[src/rtl/hazard_ctrl_pkg.sv]
// Shared processor definitions for the pipeline hazard/stall controller:
// controller state encoding, register-number width, the bank control
// payload and the RUN-priority helper shared by RUN and DWAIT.
package hazard_ctrl_pkg;

    localparam int unsigned REG_W = 3;
    localparam int unsigned ST_W  = 2;
    localparam int unsigned WD_W  = 8;

    localparam logic [ST_W-1:0] ST_RUN   = 2'd0;
    localparam logic [ST_W-1:0] ST_DWAIT = 2'd1;
    localparam logic [ST_W-1:0] ST_HALT  = 2'd2;

    // Write enables and bubble-inserts for the five pipeline register banks
    typedef struct packed {
        logic pc_en;
        logic ifid_en;
        logic idex_en;
        logic exmem_en;
        logic memwb_en;
        logic ifid_flush;
        logic idex_flush;
    } bank_ctrl_t;

    localparam bank_ctrl_t CTRL_FREEZE = bank_ctrl_t'(7'b00000_00);
    localparam bank_ctrl_t CTRL_FLOW   = bank_ctrl_t'(7'b11111_00);

    // Branch > load-use > fetch stall > free flow
    function automatic bank_ctrl_t run_ctrl(input logic branch_taken,
                                            input logic load_use,
                                            input logic imem_ready);
        bank_ctrl_t c;
        c = CTRL_FLOW;
        if (branch_taken) begin
            // PC is redirected even if the fetch is stalled
            c.ifid_flush = 1'b1;
            c.idex_flush = 1'b1;
        end else if (load_use) begin
            c.pc_en      = 1'b0;
            c.ifid_en    = 1'b0;
            c.idex_flush = 1'b1;
        end else if (!imem_ready) begin
            c.pc_en      = 1'b0;
            c.ifid_flush = 1'b1;
        end
        return c;
    endfunction

endpackage

[src/rtl/hazard_ctrl_sat_counter.sv]
// Saturating up-counter with increment enable.
// Ports: clk, rst_n (async active-low clear), inc_i (count this cycle),
//        cnt_o (current count, holds at all-ones).
module sat_counter #(
    parameter int unsigned W = 16
) (
    input  logic         clk,
    input  logic         rst_n,
    input  logic         inc_i,
    output logic [W-1:0] cnt_o
);

    logic [W-1:0] cnt_q;
    logic [W-1:0] cnt_d;

    always_comb begin
        cnt_d = cnt_q;
        if (inc_i && (cnt_q != {W{1'b1}})) begin
            cnt_d = cnt_q + W'(1);
        end
    end

    always_ff @(posedge clk or negedge rst_n) begin
        if (!rst_n) begin
            cnt_q <= '0;
        end else begin
            cnt_q <= cnt_d;
        end
    end

    assign cnt_o = cnt_q;

endmodule

[src/rtl/hazard_ctrl.sv]
// Pipeline hazard and stall controller for the 16-bit five-stage core.
// Drives bank write enables / flushes (Mealy, zero-cycle) resolving
// load-use, taken branches, imem/dmem wait states and halt; keeps a
// data-memory watchdog and a saturating stall-cycle counter.
// Ports: clk, rst (async active-low); ID/EX hazard inputs id_rs1/2,
//        id_uses_rs1/2, ex_memread, ex_rd, ex_branch_taken; memory
//        handshakes imem_ready, dmem_req, dmem_ready; wb_halt.
//        Outputs pc/ifid/idex/exmem/memwb_en, ifid/idex_flush, halted,
//        dmem_fault (sticky), stall_cnt.
module hazard_ctrl
    import hazard_ctrl_pkg::*;
#(
    parameter int unsigned DMEM_TIMEOUT = 255,
    parameter int unsigned CNT_W        = 16
) (
    input  logic             clk,
    input  logic             rst,
    input  logic [REG_W-1:0] id_rs1,
    input  logic [REG_W-1:0] id_rs2,
    input  logic             id_uses_rs1,
    input  logic             id_uses_rs2,
    input  logic             ex_memread,
    input  logic [REG_W-1:0] ex_rd,
    input  logic             ex_branch_taken,
    input  logic             imem_ready,
    input  logic             dmem_req,
    input  logic             dmem_ready,
    input  logic             wb_halt,
    output logic             pc_en,
    output logic             ifid_en,
    output logic             idex_en,
    output logic             exmem_en,
    output logic             memwb_en,
    output logic             ifid_flush,
    output logic             idex_flush,
    output logic             halted,
    output logic             dmem_fault,
    output logic [CNT_W-1:0] stall_cnt
);

    localparam logic [WD_W-1:0] WD_LIMIT = WD_W'(DMEM_TIMEOUT);
    localparam logic [WD_W-1:0] WD_ONE   = WD_W'(1);

    logic [ST_W-1:0] state_q, state_d;
    logic [WD_W-1:0] wd_q, wd_d;
    logic            fault_q, fault_d;
    logic [WD_W-1:0] wd_inc;
    logic            load_use;
    bank_ctrl_t      run_c;
    bank_ctrl_t      ctrl;
    bank_ctrl_t      ctrl_g;
    logic            stall_inc;

    // Register 0 is an ordinary register here, so no zero check
    assign load_use = ex_memread &&
                      ((id_uses_rs1 && (id_rs1 == ex_rd)) ||
                       (id_uses_rs2 && (id_rs2 == ex_rd)));

    assign run_c  = run_ctrl(ex_branch_taken, load_use, imem_ready);
    assign wd_inc = wd_q + WD_ONE;

    // Next-state and bank control
    always_comb begin
        ctrl    = CTRL_FREEZE;
        state_d = state_q;
        wd_d    = wd_q;
        fault_d = fault_q;
        case (state_q)
            ST_RUN: begin
                if (wb_halt) begin
                    state_d = ST_HALT;
                end else if (dmem_req && !dmem_ready) begin
                    // This cycle is wait cycle 1
                    wd_d = WD_ONE;
                    if (WD_LIMIT <= WD_ONE) begin
                        fault_d = 1'b1;
                        state_d = ST_HALT;
                    end else begin
                        state_d = ST_DWAIT;
                    end
                end else begin
                    ctrl = run_c;
                end
            end
            ST_DWAIT: begin
                if (!dmem_ready) begin
                    wd_d = wd_inc;
                    if (wd_inc >= WD_LIMIT) begin
                        fault_d = 1'b1;
                        state_d = ST_HALT;
                    end
                end else begin
                    ctrl    = run_c;
                    wd_d    = '0;
                    state_d = ST_RUN;
                end
            end
            default: begin
                // HALT (and the unused encoding) stay frozen until reset
                state_d = ST_HALT;
            end
        endcase
    end

    // Banks must not load while reset is held
    assign ctrl_g = rst ? ctrl : CTRL_FREEZE;

    always_ff @(posedge clk or negedge rst) begin
        if (!rst) begin
            state_q <= ST_RUN;
            wd_q    <= '0;
            fault_q <= 1'b0;
        end else begin
            state_q <= state_d;
            wd_q    <= wd_d;
            fault_q <= fault_d;
        end
    end

    // Count PC stalls, including the cycle that enters HALT
    assign stall_inc = !ctrl_g.pc_en && (state_q != ST_HALT);

    sat_counter #(
        .W (CNT_W)
    ) u_stall_cnt (
        .clk   (clk),
        .rst_n (rst),
        .inc_i (stall_inc),
        .cnt_o (stall_cnt)
    );

    assign pc_en      = ctrl_g.pc_en;
    assign ifid_en    = ctrl_g.ifid_en;
    assign idex_en    = ctrl_g.idex_en;
    assign exmem_en   = ctrl_g.exmem_en;
    assign memwb_en   = ctrl_g.memwb_en;
    assign ifid_flush = ctrl_g.ifid_flush;
    assign idex_flush = ctrl_g.idex_flush;
    assign halted     = (state_q == ST_HALT);
    assign dmem_fault = fault_q;

endmodule

[config.mk]
export PLATFORM = sky130hd
export DESIGN_NAME = hazard_ctrl
export DESIGN_NICKNAME = d
export VERILOG_FILES = /design/src/rtl/hazard_ctrl_pkg.sv /design/src/rtl/hazard_ctrl_sat_counter.sv /design/src/rtl/hazard_ctrl.sv
export SDC_FILE = /design/constraint.sdc
export NUM_CORES = 1
export LEC_CHECK = 0
export BUFFER_PORTS_ARGS = -buffer_cell sky130_fd_sc_hd__buf_2
export CAP_MARGIN = 20
export CORE_MARGIN = 2
export CORE_UTILIZATION = 47
export DETAILED_ROUTE_END_ITERATION = 10
export PLACE_DENSITY = 0.76
export SKIP_LAST_GASP = 1
export SYNTH_ARGS = -nofsm -noshare
export SYNTH_HDL_FRONTEND = slang
export SYNTH_SLANG_ARGS = --single-unit
[constraint.sdc]
create_clock -name clk -period 2 [get_ports clk]
set_input_delay 0.1 -clock clk [delete_from_list [all_inputs] [get_ports clk]]
set_output_delay 0.1 -clock clk [all_outputs]
set_load 0.01 [all_outputs]
==> flow_metrics.tcl, run 1 <==
set metrics [dict create \
    status "finished, final reports clean" \
    layout_commonest_cell "buf_2" \
    path_max_fanout 16 \
    synth_edf_count 0 \
    port_buffers 43 \
    syn_nets 180 \
    p_leak_nw 0.9506 \
    layout_common_cells "buf_2, dfrtp_1, xnor2_1" \
    clk_pin_slew_ns 0.15 \
    min_period_ns 1.937 \
    worst_setup_path_end_kind "flop" \
    hold_end "state_q[1]$_DFFE_PN0P_" \
    timing.final.ws_setup_ns 0.06308 \
    syn_area_um2 1587 \
    die_area_um2 3856 \
    tns_ns 0 \
    nets 234 \
    post-place-ws_ns 0.08254 \
    synthArstFlopShare_pct 100.0 \
    fin_crit_sh_pct 96.85 \
    cts-resized-gates 0 \
    gr-usage-all-layers_pct 17.65 \
    drt_first_pass_iters 4 \
    drive_above_1_share_pct 34.60 \
    setup_viol 0 \
    critPathArrivalTime_ns 2.17 \
    r2r_start "u_stall_cnt.cnt_o[1]$_DFFE_PN0P_" \
    vias_per_cell 5.113 \
    min_from "wb_halt" \
    vias 1314 \
    ys_seq_area_share_pct 42.59 \
    dpl.hpwl_mm 2.408 \
    worst_pin_slew_ns 0.5799 \
    cts_root_buffer "clkbuf_4" \
    drc 0 \
    wl_per_cell_um 12.44 \
    drt_iter0_drc 33 \
    syn_to_final_growth_pct 20.98 \
    worstPathRequired_ns 2.24 \
    core.rowCount 21 \
    timing.slew.headroom_pct 61.26 \
    maxCapViolCount 0 \
    finClkSkew_ns 0.006208 \
    reg2reg_depth 7 \
    grt_max_degree 28 \
    num_io_pins 44 \
    insertion_delay_ns 0.33 \
    synth_ff_type "dfrtp_1" \
    hp-class "primary input to flop" \
    grt_pass1_vias 1290 \
    cts_setup_buffers 0 \
    cts_max_level 1 \
    instances_no_fill 257 \
    cts_sinks 27 \
    max_freq_ghz 0.5163 \
    antenna_found_initial 0 \
    die-width_um 62.10 \
    hold_depth 3 \
    rsz0062_at_grt "no" \
    cts_hold_buf 2 \
    final_antenna_net_count 0 \
    synth_cell_types 35 \
    grt-ovfl-total 0 \
    vdd_drop_max_mv 0.4390 \
    start_util_pct 48.30 \
    r2r_slack_ns 0.06 \
    dp_cells 251 \
    syn_inst 158 \
    power.density_nw_per_um2 498.5 \
    grt_pass1_wl_mm 5.582 \
    total_power_w 0.0009568 \
    die-height_um 62.10 \
    fillCellCount 293 \
    r2r-end "u_stall_cnt.cnt_o[1]$_DFFE_PN0P_" \
    synth-warning-count 0 \
    slew_viol_final 0 \
    core_um2 3284 \
    hold_violations 0 \
    critPathLaunchType "flop" \
    clockBufferDepth 2 \
    path_class "flop to flop" \
    cts_tree "yes" \
    numCtsBuffers 3 \
    postSynthAreaPerCell_um2 10.04 \
    n_antenna_cell 0 \
    finalWeightedCongestion 0.7881 \
    finish.utilization_pct 58.44 \
    routed_wl_mm 3.197 \
    ys_ff_latch 27 \
]
layout make-up:
class	instances	area (um2)	area share (%)
timing repair buffer	54	315.3	16.43
clock buffer	3	22.52	1.173
clock inverter	1	5.005	0.2608
multi-input combinational	122	828.3	43.16
sequential	27	675.6	35.20
tap	46	57.56	2.999
inverter	4	15.01	0.7823
report_power, final:
group	internal, W	switching, W	total (W)
sequential	0.000564	0.0000128	0.000576
clock	0.0000751	0.000164	0.000239
combinational	0.0000738	0.0000675	0.000141
per-stage QoR:
| step | area (um2) | hold slack, ns |
|---|---|---|
| after floorplan | 1589 | -0.1956 |
| after global placement | 1872 | 0.1294 |
| after detailed placement | 1872 | 0.1367 |
| after CTS | 1919 | 0.01078 |
| after global routing | 1919 | 0.02227 |
| final | 1919 | 0.02657 |
logic make-up (layout without fill, tap and decap cells):
family / Yosys count / in the layout / synth area share [%]
buffers and inverters: 9 / 62 / 5.362
adders and majority gates: 3 / 3 / 2.366
xor gates and xnor gates: 25 / 25 / 13.80
DFF: 27 / 27 / 42.59
and+or+nand+nor: 67 / 67 / 24.21
muxes: 1 / 1 / 0.7097
AOI/OAI and AO/OA: 26 / 26 / 10.96
synthesized netlist by cell type (3+ instances only):
| master | number | area share [%] |
|---|---|---|
| a21oi_1 | 3 | 0.95 |
| and3_1 | 7 | 2.8 |
| dfrtp_1 | 27 | 43 |
| ha_1 | 3 | 2.4 |
| inv_1 | 4 | 0.95 |
| nand2_1 | 15 | 3.5 |
| nand2b_1 | 3 | 1.2 |
| nand3_1 | 7 | 2.2 |
| nand3_2 | 4 | 2.5 |
| nand4_1 | 6 | 2.4 |
| nor2_1 | 11 | 2.6 |
| o21ai_0 | 11 | 3.5 |
| o21bai_1 | 3 | 1.4 |
| xnor2_1 | 20 | 11 |
| xor2_1 | 5 | 2.8 |
how the worst max path moves through the flow:
stage	startpoint	endpoint	depth (start not counted)	slack (ns)
2_1_floorplan	u_stall_cnt.cnt_o[0]$_DFFE_PN0P_	u_stall_cnt.cnt_o[7]$_DFFE_PN0P_	9	0.0002
6_report	u_stall_cnt.cnt_o[1]$_DFFE_PN0P_	u_stall_cnt.cnt_o[1]$_DFFE_PN0P_	7	0.06
5_1_grt	u_stall_cnt.cnt_o[1]$_DFFE_PN0P_	u_stall_cnt.cnt_o[1]$_DFFE_PN0P_	7	0.01
3_5_place_dp	u_stall_cnt.cnt_o[1]$_DFFE_PN0P_	u_stall_cnt.cnt_o[1]$_DFFE_PN0P_	7	0.08
3_3_place_gp	u_stall_cnt.cnt_o[1]$_DFFE_PN0P_	u_stall_cnt.cnt_o[1]$_DFFE_PN0P_	7	0.12
4_1_cts	u_stall_cnt.cnt_o[1]$_DFFE_PN0P_	u_stall_cnt.cnt_o[1]$_DFFE_PN0P_	7	0.06
flip-flops by register name, summed over array words and instances, names as in the netlist:
signal and flops:
wd_q 8, dmem_fault 1, state_q 2, u_stall_cnt.cnt_o 16
layer usage:
layer  GRT usage, %  wire length (um)  share of wire (%)
met3          2.355               126                3.9
met4          7.500                55                1.7
met5              0                 0                  0
met1          22.79              1559                 49
met2          29.89              1456                 46
worst max-delay path, stage by stage (launching register included):
cell	delay [ns]
dfrtp_1	0.41
ha_2	0.18
and3_1	0.18
and3_4	0.18
a41o_1	0.26
a21oi_4	0.14
buf_12	0.16
mux2_2	0.33
(Power assumes the default switching activity.)
==> inputs of run 2 (changes only) <==
- ABC_AREA: unset -> 1
- CORE_UTILIZATION: 47 -> 48
==> run 2 against run 1 <==
  * Non-clock buffer count decreased by 5
  * Sequential share of layout area decreased by 3.4 points
  * Cell count increased by 35%
  * Hold slack improved by 0.10 ns
  * Register-to-register slack improved by 0.19 ns
  * Maximum frequency increased by 8.0%
  * Combinational power decreased by 47%
  * Via count increased by 32%
  * Setup slack improved by 0.14 ns
  * First-iteration DRC count increased to 2.9 times the previous value
  * Total power decreased by 1.8%
==> flow_metrics.tcl, run 2 <==
set metrics [dict create \
    status "finished, final reports clean" \
    port_buffers 43 \
    insertion_delay_ns 0.28 \
    path_class "flop to output port" \
    finClkSkew_ns 0.006954 \
    die-width_um 65.14 \
    slew_viol_final 0 \
    clk_pin_slew_ns 0.08 \
    syn_nets 275 \
    worstPathRequired_ns 1.90 \
    die_area_um2 4243 \
    drc 0 \
    core_um2 3633 \
    die-height_um 65.14 \
    yosysMostFrequentCell "nand2_1" \
    instances_no_fill 348 \
    min_from "dmem_ready" \
    critPathArrivalTime_ns 1.69 \
    cts_tree "yes" \
    syn_area_um2 1794 \
    maxCapViolCount 0 \
    num_io_pins 44 \
    drt_iter0_drc 95 \
    grt-ovfl-total 0 \
    rsz0062_at_grt "no" \
    setup_viol 0 \
    largest_reg_flops 16 \
    power.density_nw_per_um2 442.0 \
    vias_per_cell 4.977 \
    vdd_drop_max_mv 0.2108 \
    synth-warning-count 0 \
    r2r_slack_ns 0.25 \
    synth_top_area_cell "dfrtp_1" \
    antenna_found_initial 0 \
    numCtsBuffers 3 \
    tns_ns 0 \
    vias 1732 \
    syn_to_final_growth_pct 18.48 \
    grt_pass1_vias 1642 \
    synthArstFlopShare_pct 100.0 \
    n_antenna_cell 0 \
    hold_violations 0 \
    critPathLaunchType "flop" \
    synth_edf_count 0 \
    r2r_start "u_stall_cnt.cnt_o[0]$_DFFE_PN0P_" \
    routed_wl_mm 3.898 \
    gr-usage-all-layers_pct 20.62 \
    grt_pass1_wl_mm 6.900 \
    synth_ff_type "dfrtp_1" \
    drive_above_1_share_pct 20.00 \
    wl_per_cell_um 11.20 \
    cts_sinks 27 \
    path_max_fanout 18 \
    dpl.hpwl_mm 3.002 \
    max_freq_ghz 0.5574 \
    synth.top_cell.area_share_pct 37.66 \
    synth_cell_types 27 \
    postSynthAreaPerCell_um2 7.092 \
    hp-class "primary input to flop" \
    clockBufferDepth 2 \
    syn_inst 253 \
    worst_setup_path_end_kind "output port" \
    start_util_pct 49.38 \
    min_period_ns 1.794 \
    cts_root_buffer "clkbuf_8" \
    layout_commonest_cell "nand2_1" \
    finalWeightedCongestion 0.8515 \
    drt_first_pass_iters 4 \
    timing.slew.headroom_pct 39.06 \
    grt_max_degree 28 \
    final_antenna_net_count 0 \
    dp_cells 343 \
    synth_area_leaders "dfrtp_1, nand2_1, inv_1" \
    ys_seq_area_share_pct 37.66 \
    core.rowCount 22 \
    ys_ff_latch 27 \
    p_leak_nw 1.158 \
    synthTopCellsByCount "nand2_1, inv_1, dfrtp_1" \
    nets 323 \
    worst_pin_slew_ns 0.9063 \
    fin_crit_sh_pct 89.70 \
    startpoint "state_q[0]$_DFFE_PN0P_" \
    layout_common_cells "nand2_1, buf_2, inv_1" \
    cts_max_level 1 \
]
## run 2: kinds of logic after synthesis
family | Yosys count | share of synthesized area, %
AND/OR/NAND/NOR | 150 | 38.15
buffers and inverters | 43 | 9.971
flip-flops | 27 | 37.66
AO/OA/AOI/OAI | 15 | 4.812
XOR/XNOR | 15 | 7.322
adder cells (fa/ha/maj) | 3 | 2.092
## run 2: layout make-up
class,instances,area (um2)
sequential,27,675.6
tap,48,60.06
inverter,37,138.9
clock buffer,4,45.04
multi-input combinational,183,939.7
fill,355,1508
timing repair buffer,49,266.5
## run 2: path summary, 6_finish.rpt
check	to	cells after the start
worst max-delay path	pc_en	10
worst min-delay path	state_q[1]$_DFFE_PN0P_	4
worst max register to register	u_stall_cnt.cnt_o[11]$_DFFE_PN0P_	9
worst min register to register	dmem_fault$_DFFE_PN0P_	1
max in group asynchronous	wd_q[2]$_DFFE_PN0P_	3
min in group asynchronous	u_stall_cnt.cnt_o[8]$_DFFE_PN0P_	3
## run 2: per-stage QoR
step / utilization [%] / total power [W] / setup slack [ns] / area, um2 / hold slack (ns)
2_1_floorplan: - / 0.0006011 / 0.3319 / 1794 / -0.1956
3_3_place_gp: 56.89 / 0.0006402 / 0.3594 / 2067 / 0.1623
3_5_place_dp: 56.89 / 0.0006429 / 0.2888 / 2067 / 0.1684
4_1_cts: 58.40 / 0.0009571 / 0.1440 / 2122 / 0.1206
5_1_grt: 58.51 / 0.0009963 / 0.04585 / 2126 / 0.1476
6_report: 58.51 / 0.0009396 / 0.2059 / 2126 / 0.1288
## run 2: what timing repair did
item	4_1_cts	5_1_grt
endpoints found under the hold margin	27	0
endpoints found under the setup margin	0	1
setup buffers	0	0
hold buffers	1	0
resized for setup	0	1
## run 2: metal layers
| layer | vias up | share of wire (%) | GRT usage (%) |
|---|---|---|---|
| met5 | - | 0 | 0 |
| met4 | 0 | 1.4 | 5.729 |
| met3 | 5 | 5.2 | 2.568 |
| met2 | 45 | 45 | 35.57 |
| met1 | 778 | 49 | 27.40 |
| li1 | 904 | - | - |
## run 2: power breakdown
| part | internal, W | total [W] | leakage (nW) | switching [W] |
|---|---|---|---|---|
| registers | 0.000552 | 0.000557 | 0.358 | 0.00000536 |
| logic | 0.0000316 | 0.0000753 | 0.777 | 0.0000437 |
| clock network | 0.000143 | 0.000307 | 0.0228 | 0.000165 |
## run 2: critical path: stages (launching register included)
cell	delay, ns
dfrtp_1	0.39
inv_1	0.09
nor2_1	0.06
nand2_1	0.06
nand2_1	0.06
nand4_1	0.10
clkinv_1	0.15
nand3_2	0.14
buf_6	0.18
inv_1	0.05
buf_2	0.13
